**src/rtl/keypad_scan.sv**
```systemverilog
// keypad_scan: 4x3 matrix scanner with frame-based debounce, one-hot digit bus, key code and press strobe.
module keypad_scan #(
  parameter int COL_HOLD   = 4,
  parameter int DEB_FRAMES = 4
) (
  input  logic       clk,
  input  logic       rst,
  input  logic [3:0] key_row,
  output logic [2:0] key_col,
  output logic [9:0] keypad,
  output logic       key_star,
  output logic       key_hash,
  output logic [3:0] key_code,
  output logic       key_valid
);
  localparam int HW = $clog2(COL_HOLD);
  localparam int CW = $clog2(DEB_FRAMES + 1);
  localparam logic [1:0] IDLE         = 2'd0;
  localparam logic [1:0] PRESS_WAIT   = 2'd1;
  localparam logic [1:0] HELD         = 2'd2;
  localparam logic [1:0] RELEASE_WAIT = 2'd3;
  localparam logic [3:0] NONE         = 4'hF;
  logic [3:0]    row_s1, row_s2;
  logic [HW-1:0] hold_cnt;
  logic [1:0]    col_idx;
  logic [11:0]   map, map_n;
  logic [3:0]    frame_key, cand, cand_n;
  logic [1:0]    st, st_n;
  logic [CW-1:0] cnt, cnt_n;
  logic          last, frame_end, acc, rel;
  assign last      = hold_cnt == HW'(COL_HOLD - 1);
  assign frame_end = last && col_idx == 2'd2;
  // Columns float high while in reset; scanning starts on col0 the moment reset lifts.
  assign key_col   = rst ? ~(3'b001 << col_idx) : 3'b111;
  always_comb begin
    map_n = map;
    for (int r = 0; r < 4; r++) map_n[r*3 + int'(col_idx)] = ~row_s2[r];
  end
  // Map index is row*3+col; ghosts and multi-presses decode as NONE.
  always_comb begin
    frame_key = NONE;
    if (map_n != '0 && (map_n & (map_n - 12'd1)) == '0)
      for (int i = 0; i < 12; i++)
        if (map_n[i]) frame_key = i == 9 ? 4'd10 : i == 10 ? 4'd0 : i == 11 ? 4'd11 : 4'(i + 1);
  end
  always_comb begin
    st_n   = st;
    cnt_n  = cnt;
    cand_n = cand;
    acc    = 1'b0;
    rel    = 1'b0;
    case (st)
      IDLE: if (frame_key != NONE) begin
        cand_n = frame_key;
        cnt_n  = CW'(1);
        acc    = DEB_FRAMES == 1;
        st_n   = acc ? HELD : PRESS_WAIT;
      end
      PRESS_WAIT: if (frame_key == cand) begin
        cnt_n = cnt + 1'b1;
        acc   = cnt_n == CW'(DEB_FRAMES);
        st_n  = acc ? HELD : PRESS_WAIT;
      end else if (frame_key != NONE) begin
        cand_n = frame_key;
        cnt_n  = CW'(1);
      end else st_n = IDLE;
      HELD: if (frame_key != cand) begin
        cnt_n = CW'(1);
        rel   = DEB_FRAMES == 1;
        st_n  = rel ? IDLE : RELEASE_WAIT;
      end
      default: if (frame_key == cand) st_n = HELD;
      else begin
        cnt_n = cnt + 1'b1;
        rel   = cnt_n == CW'(DEB_FRAMES);
        st_n  = rel ? IDLE : RELEASE_WAIT;
      end
    endcase
  end
  always_ff @(posedge clk or negedge rst) begin
    if (!rst) begin
      row_s1    <= 4'hF;
      row_s2    <= 4'hF;
      hold_cnt  <= '0;
      col_idx   <= '0;
      map       <= '0;
      st        <= IDLE;
      cnt       <= '0;
      cand      <= '0;
      keypad    <= '0;
      key_star  <= 1'b0;
      key_hash  <= 1'b0;
      key_code  <= '0;
      key_valid <= 1'b0;
    end else begin
      row_s1    <= key_row;
      row_s2    <= row_s1;
      hold_cnt  <= last ? '0 : hold_cnt + 1'b1;
      key_valid <= frame_end && acc;
      if (last) begin
        map     <= map_n;
        col_idx <= col_idx == 2'd2 ? 2'd0 : col_idx + 1'b1;
      end
      if (frame_end) begin
        st   <= st_n;
        cnt  <= cnt_n;
        cand <= cand_n;
        if (acc) begin
          keypad   <= cand_n < 4'd10 ? 10'b1 << cand_n : '0;
          key_star <= cand_n == 4'd10;
          key_hash <= cand_n == 4'd11;
          key_code <= cand_n;
        end else if (rel) begin
          keypad   <= '0;
          key_star <= 1'b0;
          key_hash <= 1'b0;
          key_code <= '0;
        end
      end
    end
  end
endmodule
```
**config.mk**
```make
export PLATFORM = sky130hd
export DESIGN_NAME = keypad_scan
export DESIGN_NICKNAME = d
export VERILOG_FILES = /design/src/rtl/keypad_scan.sv
export SDC_FILE = /design/constraint.sdc
export NUM_CORES = 1
export LEC_CHECK = 0
export BUFFER_PORTS_ARGS = -buffer_cell sky130_fd_sc_hd__clkbuf_2
export CORE_ASPECT_RATIO = 0.75
export CORE_MARGIN = 2
export CORE_UTILIZATION = 25
export DETAILED_ROUTE_END_ITERATION = 12
export GPL_TIMING_DRIVEN = 0
export PLACE_DENSITY_LB_ADDON = 0.12
export SYNTH_ARGS = -nofsm -noshare
export SYNTH_HDL_FRONTEND = slang
export SYNTH_SLANG_ARGS = --single-unit
```
**constraint.sdc**
```tcl
create_clock -name clk -period 5.65 [get_ports clk]
set_clock_uncertainty 0.05 [all_clocks]
set_input_delay 0.565 -clock clk [delete_from_list [all_inputs] [get_ports clk]]
set_output_delay 0.565 -clock clk [all_outputs]
set_load 0.005 [all_outputs]
```
; ---- Word-level counts from Yosys, hierarchy flattened
; Cells that the tools add are included.
[totals]
ff_bits = 50
input_bits = 6
output_inout_bits = 20
[classes]
add_sub_neg = 7
magnitude_cmp = 9
eq_ne = 14
shift = 2
mux = 56
bitwise_logic = 6
n_reduce_logical = 15
[ops]
columns = operator, count
row1 = $mux W4, 17
row2 = $bwmux W12, 4
row3 = $mux W10, 3
row4 = $mux W2, 9
row5 = $mux W3, 5
row6 = $and A12 B12 Y12, 1
row7 = $demux W1 S4, 3
row8 = $logic_not A12 Y1, 1
row9 = $reduce_bool A12 Y1, 1
row10 = $sub A12 B1 Y12 const B, 1
row11 = $mux W1, 11
row12 = $shl A1 B4 Y10 const A, 1
row13 = $pmux W3 S3, 1
row14 = $eq A4 B4 Y1 const B, 2
row15 = $pmux W4 S2, 1
row16 = $logic_and A1 B1 Y1, 7
row17 = $eq A2 B2 Y1 const B, 3
row18 = $pmux W2 S3, 1
row19 = $add A4 B2 Y5 const A, 1
row20 = $ge A5 B1 Y1 const B, 1
row21 = $lt A2 B5 Y1 const B, 1
row22 = $lt A3 B5 Y1 const B, 1
row23 = $lt A4 B5 Y1 const B, 1
row24 = $lt A5 B5 Y1 const B, 1
row25 = other kinds (26), 31

; ---- Logic depth before layout (Yosys ltp)
; Gate-level depths: netlist (run 1).
[logic_depth]
depth_word = 28
ltp_mapped = 17
mapped_depth_nobuf = 13

; ---- Worst setup path after synthesis (run 1)
; OpenSTA, ideal clock, no wires.
[synth_path]
kind = reg-to-reg
from = register col_idx[0]
to = register keypad[0]
setup_time_ns = 0.122
arrival_time_ns = 3.493
path_slack_ns = 1.986
stages_incl_launch_ff = 16
path_buffers = 2
synth_period_minus_slack_ns = 3.664
path_cell_list = dfrtp_1 > buf_6 > inv_1 > ha_1 > buf_4 > and3b_1 > o31ai_4 > nand4_2 > a21boi_1 > a211o_1 > nand4_4 > o311a_1 > o22ai_2 > o21a_4 > mux2_4 > a32o_1
[synth_between]
elab_chain_cells = 28
elab_cells_between_ends = 62
cone_classes = add/sub (4) / order compare (9) / eq/ne (3) / shift (1) / mux (34) / bitwise (1) / reduce/logical (10)
[synth_lines]
columns = item, line_no
row1 = "start, declared", 25  ; logic [1:0] col_idx;
row2 = "start signal, assigned", 102  ; col_idx <= col_idx == 2'd2 ? 2'd0 : col_idx + 1'b1;
row3 = $add A2 B2 Y3 (tied with other cells), 37  ; for (int r = 0; r < 4; r++) map_n[r*3 + int'(col_idx)] = ~row_s2[r];
row4 = $lt A3 B5 Y1 (implied by the code) (tied with other cells), 37
row5 = $logic_and A1 B1 Y1 (implied by the code) / $mux W1 (equally long branches), 37
row6 = $mux W1 (implied by the code) / $demux W1 S2 (equally long branches), 37
row7 = $demux W1 S4 / $bwmux W12 (equally long branches), 37
row8 = $bwmux W12 (3 in a row), 37
row9 = $mux W4 (12 in a row), 44  ; if (map_n[i]) frame_key = i == 9 ? 4'd10 : i == 10 ? 4'd0 : i == 11 ? 4'd11 : 4'(i + 1);
row10 = $mux W4, 42  ; if (map_n != '0 && (map_n & (map_n - 12'd1)) == '0)
row11 = $ne A4 B4 Y1, "53, 63"
row12 = $mux W4, "53, 63"
row13 = $mux W4, 59  ; PRESS_WAIT: if (frame_key == cand) begin
row14 = $pmux W4 S2, 52  ; case (st)
row15 = $lt A4 B4 Y1 / $shl A1 B4 Y10 (equally long branches), 109  ; keypad <= cand_n < 4'd10 ? 10'b1 << cand_n : '0;
row16 = $mux W10, 109
row17 = $mux W10, 108  ; if (acc) begin
row18 = "end signal, assigned", 109
row19 = "end, declared", 10  ; output logic [9:0] keypad,
; Parallel ways exist; a longest one is shown, timed or not.
; A chain may end at the register's enable or synchronous reset.

; ---- Worst setup path after layout (run 1)
[layout_path]
from = register col_idx[1]
to = register keypad[4]
; The elaborated chain is that of the path after synthesis.

==> run_summary.xml, run 1 <==
<?xml version="1.0" encoding="UTF-8"?>
<metrics>
  <group name="timing">
    <metric name="maxSlewHeadroom" unit="%">50.4</metric>
    <metric name="hold_viol_final" unit="">0</metric>
    <metric name="min_period_over_period" unit="%">76.4</metric>
    <metric name="final_period_minus_worst_setup_slack" unit="ns">4.32</metric>
    <metric name="clock.fmax" unit="MHz">232</metric>
    <metric name="rsz0062_at_grt" unit="">no</metric>
    <metric name="hold_ws" unit="ns">0.301</metric>
    <metric name="setup-violations-final" unit="">0</metric>
    <metric name="slew_violations" unit="">0</metric>
    <metric name="worst_slew_pin_slew" unit="ns">0.743</metric>
    <metric name="final.setup.tns" unit="ns">0</metric>
  </group>
  <group name="critical_path">
    <metric name="crit_chain" unit="">inv_1, ha_1, or2_1, a31oi_2, nand2_1, o32ai_1, nand4_4, o311a_1, o22ai_2, buf_6, xnor2_4, nand2_4, buf_6, a32o_1</metric>
    <metric name="crit_required" unit="ns">5.78</metric>
    <metric name="reg2reg_setup_slack" unit="ns">1.33</metric>
    <metric name="crit_path_start_kind" unit="">register</metric>
    <metric name="cpPeakStageDelay" unit="ns">0.55</metric>
    <metric name="timing.critical_path.buf_inv" unit="">3</metric>
    <metric name="worst_r2r_path_depth" unit="">14</metric>
    <metric name="timing.critical_path.fanout_max" unit="">12</metric>
    <metric name="critical_path.reg2reg.startpoint" unit="">col_idx[1]</metric>
    <metric name="cpLargestDelayFamily" unit="">compound AO/OA/AOI/OAI gates</metric>
    <metric name="critical_path.endpoint_type" unit="">register</metric>
    <metric name="crit_type" unit="">reg2reg</metric>
    <metric name="crit_path_top_delay_cell" unit="">dfrtp_1</metric>
    <metric name="crit_start" unit="">col_idx[1]</metric>
    <metric name="crit_cells" unit="">14</metric>
    <metric name="worst_setup_path_endpoint" unit="">keypad[4]</metric>
    <metric name="worst_r2r_endpoint" unit="">keypad[4]</metric>
    <metric name="cp_common_cell" unit="">buf_6</metric>
    <metric name="critPathArrivalTime" unit="ns">4.44</metric>
  </group>
  <group name="power_and_ir_drop">
    <metric name="cellLeakagePower" unit="nW">1.57</metric>
    <metric name="power-per-cell-area" unit="nW/um^2">211</metric>
    <metric name="peakVddDrop" unit="V">0.0000940</metric>
  </group>
  <group name="detailed_routing">
    <metric name="drc" unit="">0</metric>
    <metric name="wl_met1" unit="mm">4.11</metric>
    <metric name="first_pass_iters" unit="">4</metric>
    <metric name="detailroute.via_count" unit="">2332</metric>
    <metric name="drt_iter0_markers" unit="">73</metric>
    <metric name="top_signal_layer_used" unit="">met4</metric>
    <metric name="routed-wl-met3" unit="microns">216</metric>
    <metric name="met2RoutedLength" unit="mm">3.09</metric>
    <metric name="ant_nets" unit="">0</metric>
    <metric name="route.detailed.wl_per_inst" unit="microns">15.2</metric>
    <metric name="route.detailed.vias_per_inst" unit="">4.74</metric>
    <metric name="routed_wirelength" unit="mm">7.48</metric>
  </group>
  <group name="clock_network">
    <metric name="cts_made_buffers" unit="">5</metric>
    <metric name="clk_latency" unit="ns">0.29</metric>
    <metric name="cts_tree" unit="">yes</metric>
    <metric name="cts.root.buffer_cell" unit="">clkbuf_16</metric>
    <metric name="clkSinkCount" unit="">50</metric>
    <metric name="htree_num_levels" unit="">2</metric>
    <metric name="cts.hold.buffers_added" unit="">0</metric>
    <metric name="clk_slew_on_worst_s_h_paths" unit="ns">0.07</metric>
    <metric name="number_of_buffers_on_the_longest_clock_path" unit="">2</metric>
    <metric name="postCtsResizedCells" unit="">0</metric>
    <metric name="cts.repair_timing.setup_buffer_count" unit="">0</metric>
  </group>
  <group name="synth">
    <metric name="netlist_area" unit="sq um">3150</metric>
    <metric name="synth.lib_cells_used.distinct" unit="">78</metric>
    <metric name="post_synth_inst_count" unit="">293</metric>
    <metric name="synth.yosys.warnings" unit="">0</metric>
    <metric name="yosys_most_used_dff" unit="">dfrtp_1</metric>
    <metric name="post-synth-top-count-cell" unit="">dfrtp_1</metric>
    <metric name="post-synth-top-area-fraction" unit="%">33.4</metric>
    <metric name="yosys-mux-area-fraction" unit="%">7.44</metric>
    <metric name="synth_adder_area_share" unit="%">3.98</metric>
    <metric name="synth_xor_area_share" unit="%">1.43</metric>
    <metric name="synth_simple_gate_area_share" unit="%">20.6</metric>
    <metric name="synth_enable_flop_cells" unit="">0</metric>
    <metric name="postSynthNetCount" unit="">309</metric>
    <metric name="ys_ff_latch" unit="">50</metric>
    <metric name="yosys.area.top_type" unit="">dfrtp_1</metric>
    <metric name="post_synth_most_frequent_cells" unit="">42 x dfrtp_1, 25 x nand2_1, 19 x nor2_1, 13 x nand2b_1, 12 x a32o_1</metric>
    <metric name="synthesis.area_per_instance" unit="sq um">10.7</metric>
    <metric name="synth-compound-area-share" unit="%">22.7</metric>
    <metric name="ys_top_cells_by_area" unit="">dfrtp_1 33%, dfstp_2 6.7%, ha_1 4.0%, mux2_2 3.9%, a32o_1 3.8%</metric>
    <metric name="synthArstFlopShare" unit="%">100</metric>
    <metric name="synth_top_family_by_area" unit="">compound AO/OA/AOI/OAI gates</metric>
    <metric name="synth_seq_area_share" unit="%">40.1</metric>
  </group>
  <group name="cells_and_area">
    <metric name="drive_gt1_share" unit="%">25.8</metric>
    <metric name="regArea" unit="sq um">1260</metric>
    <metric name="multi_input_comb_area" unit="sq um">1770</metric>
    <metric name="layout-area-overhead-vs-synth" unit="%">15.8</metric>
    <metric name="finish.net_count" unit="">341</metric>
    <metric name="antenna_diode_count" unit="">0</metric>
    <metric name="finalInstanceArea" unit="sq um">3640</metric>
    <metric name="fillCellCount" unit="">1309</metric>
    <metric name="final_cells" unit="">492</metric>
  </group>
  <group name="placement">
    <metric name="gp_congestion" unit="">0.755</metric>
    <metric name="placed_cells_incl_taps" unit="">484</metric>
    <metric name="post_place_cell_area" unit="sq um">3480</metric>
    <metric name="port_buffers" unit="">25</metric>
    <metric name="post-dp-hpwl" unit="mm">5.46</metric>
  </group>
  <group name="min_path">
    <metric name="worstHoldPathType" unit="">in2reg</metric>
    <metric name="timing.hold.worst_path_depth" unit="">1</metric>
  </group>
  <group name="floorplan">
    <metric name="die_width" unit="microns">134</metric>
    <metric name="initial_cell_density_of_the_core" unit="%">25.7</metric>
    <metric name="fp-row-count" unit="">35</metric>
    <metric name="design.die.area" unit="sq um">13500</metric>
    <metric name="top_level_ports" unit="">26</metric>
    <metric name="die-height" unit="microns">101</metric>
    <metric name="core_footprint" unit="sq um">12300</metric>
  </group>
  <group name="run">
    <metric name="timing.max_cap.violations" unit="">0</metric>
  </group>
  <group name="run_status">
    <metric name="outcome" unit="">finished clean</metric>
  </group>
  <group name="grt">
    <metric name="first_global_vias" unit="">2329</metric>
    <metric name="grt_max_degree" unit="">54</metric>
    <metric name="global_route.overflow_total" unit="">0</metric>
    <metric name="grt_first_pass_wirelength" unit="mm">12.7</metric>
    <metric name="grt_util_all_layers" unit="%">11.9</metric>
    <metric name="initial_antenna_violation_count" unit="">0</metric>
  </group>
</metrics>
kinds of logic (layout without fill, tap and decap cells):
| group | Yosys count | in the layout |
|---|---|---|
| simple gates | 106 | 106 |
| flops | 50 | 50 |
| xor+xnor | 3 | 3 |
| compound gates | 83 | 83 |
| mux | 20 | 20 |
| fa+ha+maj | 10 | 10 |
| buf+inv | 21 | 54 |
metal layers:
metal,global-route usage (%),vias up
met4,2.70,0
met3,2.25,4
met1,18.4,1136
met5,0,-
li1,-,1164
met2,17.1,28
where the power goes:
group          internal [mW]  switching, mW  total [mW]
Combinational         0.0205         0.0333      0.0538
Clock                  0.210          0.133       0.343
Sequential             0.368        0.00588       0.374
Total                  0.598          0.172       0.770
flip-flops by register name, summed over array words and instances, names as in the netlist:
signal     flops
hold_cnt       2
keypad        10
col_idx        2
st             2
key_star       1
cnt            3
key_valid      1
row_s2         4
key_hash       1
row_s1         4
map           12
cand           4
key_code       4
final cells by class:
type | instances | share of cell area [%]
Tap cell | 166 | 5.70
Sequential cell | 50 | 34.6
Timing Repair Buffer | 25 | 3.50
Clock buffer | 7 | 3.64
Inverter | 8 | 0.824
Multi-Input combinational cell | 222 | 48.5
Buffer | 13 | 2.40
Clock inverter | 1 | 0.824
how the worst min path moves through the flow:
stage	start	to	slack [ns]
3_5_place_dp	row_s1[0]	row_s2[0]	0.30
2_1_floorplan	rst	cand[0]	0.22
3_3_place_gp	row_s1[0]	row_s2[0]	0.30
4_1_cts	key_row[3]	row_s1[3]	0.29
6_report	key_row[3]	row_s1[3]	0.30
5_1_grt	key_row[3]	row_s1[3]	0.29
worst register-to-register path, stage by stage (launching register included):
cell     delay, ns
dfrtp_1       0.55
inv_1         0.19
ha_1          0.34
or2_1         0.26
a31oi_2       0.45
nand2_1       0.22
o32ai_1       0.42
nand4_4       0.23
o311a_1       0.40
o22ai_2       0.28
buf_6         0.21
xnor2_4       0.14
nand2_4       0.11
buf_6         0.17
a32o_1        0.19
cell usage in the layout, fill, tap and decap left out, types with 3 or more instances in the layout:
master / netlist / final
a21o_1: 3 / 3
a21oi_1: 7 / 7
a22o_1: 4 / 4
a31o_2: 3 / 3
a31oi_1: 5 / 5
a32o_1: 12 / 12
and2_1: 3 / 3
and3_1: 3 / 3
and3b_1: 3 / 3
buf_1: 3 / 3
buf_6: 4 / 4
clkbuf_1: 3 / 5
clkbuf_16: 0 / 5
clkbuf_2: 0 / 24
dfrtp_1: 42 / 42
dfstp_2: 8 / 8
ha_1: 10 / 10
inv_1: 8 / 8
mux2_2: 11 / 11
mux2_4: 3 / 3
mux2i_1: 4 / 4
nand2_1: 25 / 25
nand2b_1: 13 / 13
nand3_1: 5 / 5
nor2_1: 19 / 19
nor2b_1: 7 / 7
nor3_1: 8 / 8
o21ai_0: 11 / 11
o21ai_1: 3 / 3
o31a_1: 4 / 4
o31ai_1: 3 / 3
stage by stage:
stage,utilization (%),power (mW),setup WS (ns)
finish,29.7,0.770,1.33
global route,29.7,0.804,1.09
CTS,29.7,0.788,1.33
detailed placement,28.4,0.436,1.35
global placement,28.4,0.435,1.38
floorplan,-,0.414,1.99
Power figures use the tool's default switching activity.
==> inputs of run 2 (changes only) <==
- clock period: 5.65 -> 3.8 ns (I/O delays scaled with it)
==> run_summary.xml, run 2 (synthesis results as in run 1) <==
<?xml version="1.0" encoding="UTF-8"?>
<metrics>
  <group name="placement">
    <metric name="worst_setup_slack_after_placement" unit="ns">-0.501</metric>
    <metric name="port_buffers" unit="">25</metric>
    <metric name="post-dp-hpwl" unit="mm">5.46</metric>
    <metric name="gp_congestion" unit="">0.755</metric>
    <metric name="placed_cells_incl_taps" unit="">484</metric>
  </group>
  <group name="min_path">
    <metric name="timing.hold.worst_path_depth" unit="">1</metric>
    <metric name="worstHoldEndpoint" unit="">row_s1[3]</metric>
    <metric name="worstHoldPathType" unit="">in2reg</metric>
    <metric name="hold_start" unit="">key_row[3]</metric>
  </group>
  <group name="timing">
    <metric name="final.setup.tns" unit="ns">0</metric>
    <metric name="hold_viol_final" unit="">0</metric>
    <metric name="finalWorstSetupSlack" unit="ns">0.0595</metric>
    <metric name="rsz0062_at_grt" unit="">yes</metric>
    <metric name="slew_violations" unit="">0</metric>
    <metric name="final_period_minus_worst_setup_slack" unit="ns">3.74</metric>
    <metric name="min_period_over_period" unit="%">98.4</metric>
    <metric name="setup-violations-final" unit="">0</metric>
    <metric name="clock.fmax" unit="MHz">267</metric>
    <metric name="worst_slew_pin_slew" unit="ns">0.752</metric>
    <metric name="maxSlewHeadroom" unit="%">49.9</metric>
  </group>
  <group name="cells_and_area">
    <metric name="fillCellCount" unit="">1293</metric>
    <metric name="layout.cells.most_common_list" unit="">41 x dfrtp_1, 36 x buf_4, 24 x clkbuf_2, 23 x nand2_1, 18 x nor2_1</metric>
    <metric name="largest_reg_flops" unit="">12</metric>
    <metric name="finish.net_count" unit="">374</metric>
    <metric name="layout-area-overhead-vs-synth" unit="%">31.8</metric>
    <metric name="drive_gt1_share" unit="%">41.8</metric>
    <metric name="largestRegisters" unit="">map x12, keypad x10</metric>
    <metric name="antenna_diode_count" unit="">0</metric>
    <metric name="most_common_cell_after_layout_fill_and_taps_aside" unit="">dfrtp_1</metric>
    <metric name="final_cells" unit="">525</metric>
    <metric name="register_with_the_highest_flop_count" unit="">map</metric>
  </group>
  <group name="floorplan">
    <metric name="initial_cell_density_of_the_core" unit="%">25.7</metric>
    <metric name="fp-row-count" unit="">35</metric>
    <metric name="die_width" unit="microns">134</metric>
    <metric name="core_footprint" unit="sq um">12300</metric>
    <metric name="design.die.area" unit="sq um">13500</metric>
    <metric name="top_level_ports" unit="">26</metric>
    <metric name="die-height" unit="microns">101</metric>
  </group>
  <group name="critical_path">
    <metric name="worst_r2r_path_depth" unit="">15</metric>
    <metric name="worst_r2r_endpoint" unit="">keypad[6]</metric>
    <metric name="crit_required" unit="ns">3.93</metric>
    <metric name="crit_type" unit="">reg2reg</metric>
    <metric name="timing.critical_path.fanout_max" unit="">8</metric>
    <metric name="crit_path_start_kind" unit="">register</metric>
    <metric name="critical_path.endpoint_type" unit="">register</metric>
    <metric name="reg2reg_setup_slack" unit="ns">0.06</metric>
    <metric name="critical_path.reg2reg.startpoint" unit="">col_idx[0]</metric>
    <metric name="critPathArrivalTime" unit="ns">3.87</metric>
  </group>
  <group name="clock_network">
    <metric name="cts_tree" unit="">yes</metric>
    <metric name="cts.hold.buffers_added" unit="">0</metric>
    <metric name="cts.root.buffer_cell" unit="">clkbuf_16</metric>
    <metric name="clk_slew_on_worst_s_h_paths" unit="ns">0.07</metric>
    <metric name="cts_made_buffers" unit="">5</metric>
    <metric name="clk_latency" unit="ns">0.29</metric>
    <metric name="clkSinkCount" unit="">50</metric>
    <metric name="number_of_buffers_on_the_longest_clock_path" unit="">2</metric>
    <metric name="htree_num_levels" unit="">2</metric>
  </group>
  <group name="detailed_routing">
    <metric name="first_pass_iters" unit="">4</metric>
    <metric name="routed_wirelength" unit="mm">8.19</metric>
    <metric name="route.detailed.wl_per_inst" unit="microns">15.6</metric>
    <metric name="detailroute.via_count" unit="">2518</metric>
    <metric name="route.detailed.vias_per_inst" unit="">4.80</metric>
    <metric name="drc" unit="">0</metric>
    <metric name="drt_iter0_markers" unit="">99</metric>
    <metric name="ant_nets" unit="">0</metric>
  </group>
  <group name="run">
    <metric name="timing.max_cap.violations" unit="">0</metric>
  </group>
  <group name="power_and_ir_drop">
    <metric name="power-per-cell-area" unit="nW/um^2">283</metric>
    <metric name="clkPwrFrac" unit="%">43.6</metric>
    <metric name="peakVddDrop" unit="V">0.000138</metric>
    <metric name="swShare" unit="%">23.0</metric>
    <metric name="switching_pwr" unit="mW">0.270</metric>
    <metric name="power_frac_seq" unit="%">47.3</metric>
    <metric name="intPower" unit="mW">0.904</metric>
    <metric name="cellLeakagePower" unit="nW">1.73</metric>
    <metric name="comb_power_share" unit="%">9.1</metric>
  </group>
  <group name="grt">
    <metric name="global_route.overflow_total" unit="">0</metric>
    <metric name="grt_first_pass_wirelength" unit="mm">13.3</metric>
    <metric name="grt_max_degree" unit="">54</metric>
    <metric name="first_global_vias" unit="">2468</metric>
    <metric name="initial_antenna_violation_count" unit="">0</metric>
    <metric name="grt_util_all_layers" unit="%">12.5</metric>
  </group>
  <group name="run_status">
    <metric name="outcome" unit="">finished clean</metric>
  </group>
</metrics>
==> run 2: cell type report <==
class / instances / area (sq um) / share of cell area [%]
well taps: 166 / 208 / 5.01
clock buffers: 7 / 133 / 3.20
inverters: 8 / 33.8 / 0.814
repair buffers: 62 / 422 / 10.2
flip-flops and latches: 50 / 1260 / 30.4
plain buffers: 9 / 63.8 / 1.54
clock inverters: 1 / 30.0 / 0.724
multi-input cells: 222 / 2000 / 48.1
==> run 2: metal layers <==
| layer | global-route usage, % | wire length (microns) |
|---|---|---|
| met5 | 0 | 0 |
| met4 | 3.19 | 106 |
| met3 | 2.25 | 208 |
| met2 | 18.0 | 3410 |
| met1 | 19.2 | 4470 |
==> run 2: worst max-delay path by stage <==
stage,startpoint,to,slack (ns),cells past startpoint
3_5_place_dp,col_idx[1],keypad[5],-0.50,14
4_1_cts,col_idx[0],keypad[2],0.002,16
3_3_place_gp,col_idx[1],key_hash,-0.47,14
2_1_floorplan,col_idx[0],keypad[0],0.14,15
5_1_grt,col_idx[0],keypad[6],-0.12,14
6_report,col_idx[0],keypad[6],0.06,15
==> run 2: power groups by stage <==
stage | sequential [mW] | clock [mW] | combinational, mW
final | 0.556 | 0.512 | 0.107
after CTS | 0.556 | 0.533 | 0.0998
after detailed placement | 0.566 | 0 | 0.0819
after global routing | 0.557 | 0.548 | 0.118
after floorplan | 0.562 | 0 | 0.0544
after global placement | 0.566 | 0 | 0.0808
==> run 2: per-stage QoR <==
step / util [%] / hold WS [ns] / area, sq um / power (mW)
6_report: 33.8 / 0.115 / 4150 / 1.17
2_1_floorplan: - / 0.0344 / 3150 / 0.616
4_1_cts: 32.3 / 0.107 / 3960 / 1.19
3_3_place_gp: 28.4 / 0.296 / 3480 / 0.646
3_5_place_dp: 28.4 / 0.297 / 3480 / 0.648
5_1_grt: 33.8 / 0.102 / 4150 / 1.22
==> run 2: worst max-delay path, stage by stage, from the launching register on <==
cell and delay, ns:
dfrtp_1 0.37, buf_6 0.11, clkinvlp_4 0.16, ha_4 0.23
buf_4 0.13, and3_1 0.20, a31o_2 0.26, nand3_4 0.14
nor2_2 0.08, o31ai_4 0.19, or4b_4 0.51, a31oi_4 0.24
o22ai_4 0.13, o21a_4 0.26, mux2_4 0.33, a32o_1 0.25
==> run 2: repair_timing <==
action | in CTS | in global routing
gates resized for setup | 26 | 21
setup endpoints to repair | 24 | 22
buffers inserted | 22 | 15
cloned | 0 | 0
pin swaps | 14 | 23
==> inputs of run 3 (changes only) <==
- RECOVER_POWER: default -> 100
==> run_summary.xml, run 3 (synthesis results as in run 1) <==
<?xml version="1.0" encoding="UTF-8"?>
<metrics>
  <group name="cells_and_area">
    <metric name="finalInstanceArea" unit="sq um">4130</metric>
    <metric name="layout-area-overhead-vs-synth" unit="%">31.3</metric>
    <metric name="postLayoutCoreUtil" unit="%">33.7</metric>
    <metric name="antenna_diode_count" unit="">0</metric>
    <metric name="regArea" unit="sq um">1260</metric>
    <metric name="fillCellCount" unit="">1301</metric>
    <metric name="register_with_the_highest_flop_count" unit="">map</metric>
    <metric name="drive_gt1_share" unit="%">38.4</metric>
    <metric name="largestRegisters" unit="">map x12, keypad x10</metric>
    <metric name="most_common_cell_after_layout_fill_and_taps_aside" unit="">dfrtp_1</metric>
    <metric name="finish.net_count" unit="">374</metric>
    <metric name="layout.cells.most_common_list" unit="">41 x dfrtp_1, 36 x buf_4, 23 x nand2_1, 18 x nor2_1, 14 x clkbuf_1</metric>
    <metric name="multi_input_comb_area" unit="sq um">2000</metric>
    <metric name="largest_reg_flops" unit="">12</metric>
  </group>
  <group name="floorplan">
    <metric name="die-height" unit="microns">101</metric>
    <metric name="die_width" unit="microns">134</metric>
    <metric name="design.die.area" unit="sq um">13500</metric>
    <metric name="core_footprint" unit="sq um">12300</metric>
    <metric name="fp-row-count" unit="">35</metric>
    <metric name="top_level_ports" unit="">26</metric>
    <metric name="initial_cell_density_of_the_core" unit="%">25.7</metric>
  </group>
  <group name="detailed_routing">
    <metric name="drc" unit="">0</metric>
    <metric name="drt_iter0_markers" unit="">118</metric>
    <metric name="top_signal_layer_used" unit="">met4</metric>
    <metric name="wl_met1" unit="mm">4.44</metric>
    <metric name="routed_wirelength" unit="mm">8.19</metric>
    <metric name="detailroute.via_count" unit="">2515</metric>
    <metric name="ant_nets" unit="">0</metric>
    <metric name="met2RoutedLength" unit="mm">3.39</metric>
    <metric name="route.detailed.vias_per_inst" unit="">4.79</metric>
    <metric name="first_pass_iters" unit="">4</metric>
    <metric name="route.detailed.wl_per_inst" unit="microns">15.6</metric>
    <metric name="routed-wl-met3" unit="microns">253</metric>
  </group>
  <group name="placement">
    <metric name="post_place_cell_area" unit="sq um">3480</metric>
    <metric name="gp_congestion" unit="">0.755</metric>
    <metric name="port_buffers" unit="">25</metric>
    <metric name="post-dp-hpwl" unit="mm">5.46</metric>
  </group>
  <group name="timing">
    <metric name="min_period_over_period" unit="%">98.3</metric>
    <metric name="setup-violations-final" unit="">0</metric>
    <metric name="worst_slew_pin_slew" unit="ns">2.91</metric>
    <metric name="clock.fmax" unit="MHz">268</metric>
    <metric name="rsz0062_at_grt" unit="">yes</metric>
    <metric name="final.setup.tns" unit="ns">0</metric>
    <metric name="hold_ws" unit="ns">0.115</metric>
    <metric name="final_period_minus_worst_setup_slack" unit="ns">3.74</metric>
    <metric name="hold_viol_final" unit="">0</metric>
    <metric name="slew_violations" unit="">54</metric>
    <metric name="maxSlewHeadroom" unit="%">-93.8</metric>
  </group>
  <group name="critical_path">
    <metric name="critPathArrivalTime" unit="ns">3.86</metric>
    <metric name="reg2reg_setup_slack" unit="ns">0.06</metric>
    <metric name="timing.critical_path.fanout_max" unit="">6</metric>
    <metric name="crit_path_start_kind" unit="">register</metric>
    <metric name="critical_path.endpoint_type" unit="">register</metric>
    <metric name="crit_type" unit="">reg2reg</metric>
    <metric name="crit_required" unit="ns">3.93</metric>
  </group>
  <group name="power_and_ir_drop">
    <metric name="power-per-cell-area" unit="nW/um^2">284</metric>
    <metric name="peakVddDrop" unit="V">0.000139</metric>
    <metric name="cellLeakagePower" unit="nW">1.69</metric>
    <metric name="report.power.total" unit="mW">1.17</metric>
  </group>
  <group name="grt">
    <metric name="initial_antenna_violation_count" unit="">0</metric>
    <metric name="grt_first_pass_wirelength" unit="mm">13.3</metric>
    <metric name="first_global_vias" unit="">2468</metric>
    <metric name="global_route.overflow_total" unit="">0</metric>
    <metric name="grt_util_all_layers" unit="%">12.5</metric>
    <metric name="grt_max_degree" unit="">54</metric>
  </group>
  <group name="clock_network">
    <metric name="cts_tree" unit="">yes</metric>
    <metric name="cts_made_buffers" unit="">5</metric>
    <metric name="clk_latency" unit="ns">0.29</metric>
    <metric name="clk_slew_on_worst_s_h_paths" unit="ns">0.07</metric>
    <metric name="clkSinkCount" unit="">50</metric>
    <metric name="number_of_buffers_on_the_longest_clock_path" unit="">2</metric>
    <metric name="cts.hold.buffers_added" unit="">0</metric>
    <metric name="htree_num_levels" unit="">2</metric>
    <metric name="cts.root.buffer_cell" unit="">clkbuf_16</metric>
  </group>
  <group name="run_status">
    <metric name="outcome" unit="">finished, violations left</metric>
    <metric name="violations" unit="">capacitance limit, slew limit</metric>
  </group>
  <group name="run">
    <metric name="timing.max_cap.violations" unit="">1</metric>
  </group>
  <group name="min_path">
    <metric name="worstHoldPathType" unit="">in2reg</metric>
  </group>
</metrics>
## run 3: cell count changes in the layout (fill, tap and decap cells not counted)
cell / previous run / this run
clkbuf_1: 3 / 14
clkbuf_2: 24 / 13
buf_1: 3 / 4
clkbuf_4: 2 / 1
## run 3: where the power goes
part           switching (mW)  leakage, nW  internal, mW
clock network           0.200       0.0781         0.312
registers             0.00929        0.637         0.547
logic                  0.0614        0.976        0.0450
## run 3: worst max-delay path: stages, from the launching register on
cell and delay (ns):
dfrtp_1 0.37, buf_6 0.11, clkinvlp_4 0.16, ha_4 0.23
and3b_2 0.22, o31ai_4 0.34, buf_4 0.18, buf_4 0.11
buf_4 0.12, a31o_2 0.16, nand4_4 0.12, o311a_1 0.40
o22ai_4 0.24, o21a_4 0.22, mux2_4 0.34, a32o_1 0.25
## run 3: worst paths after layout
kind,end,startpoint,depth (start not counted)
max,keypad[6],col_idx[0],15
min,row_s1[3],key_row[3],1
max reg2reg,keypad[6],col_idx[0],15
min reg2reg,row_s2[1],row_s1[1],0
max in group asynchronous,col_idx[1],rst,1
min in group asynchronous,col_idx[1],rst,1
## run 3: what timing repair did
action	CTS	global route
resized for setup	26	21
pin swaps	14	23
setup buffers	22	15
endpoints found under the setup margin	24	22
## run 3: layout make-up
| cell class | count | share of cell area, % |
|---|---|---|
| Timing Repair Buffer | 62 | 9.78 |
| Clock buffer | 7 | 3.21 |
| Sequential cell | 50 | 30.6 |
| Inverter | 8 | 0.818 |
| Buffer | 9 | 1.54 |
| Multi-Input combinational cell | 222 | 48.3 |
| Clock inverter | 1 | 0.727 |
| Tap cell | 166 | 5.03 |
## run 3: stage by stage
step	cells	worst slack, ns
CTS	512	0.00232
global route	525	-0.119
floorplan	293	0.136
detailed placement	484	-0.501
finish	525	0.0634
global placement	484	-0.473
## run 3: layer usage
| layer | vias up | track usage (%) |
|---|---|---|
| li1 | 1232 | - |
| met1 | 1245 | 19.2 |
| met2 | 32 | 18.0 |
| met3 | 6 | 2.25 |
| met4 | 0 | 3.19 |
| met5 | - | 0 |
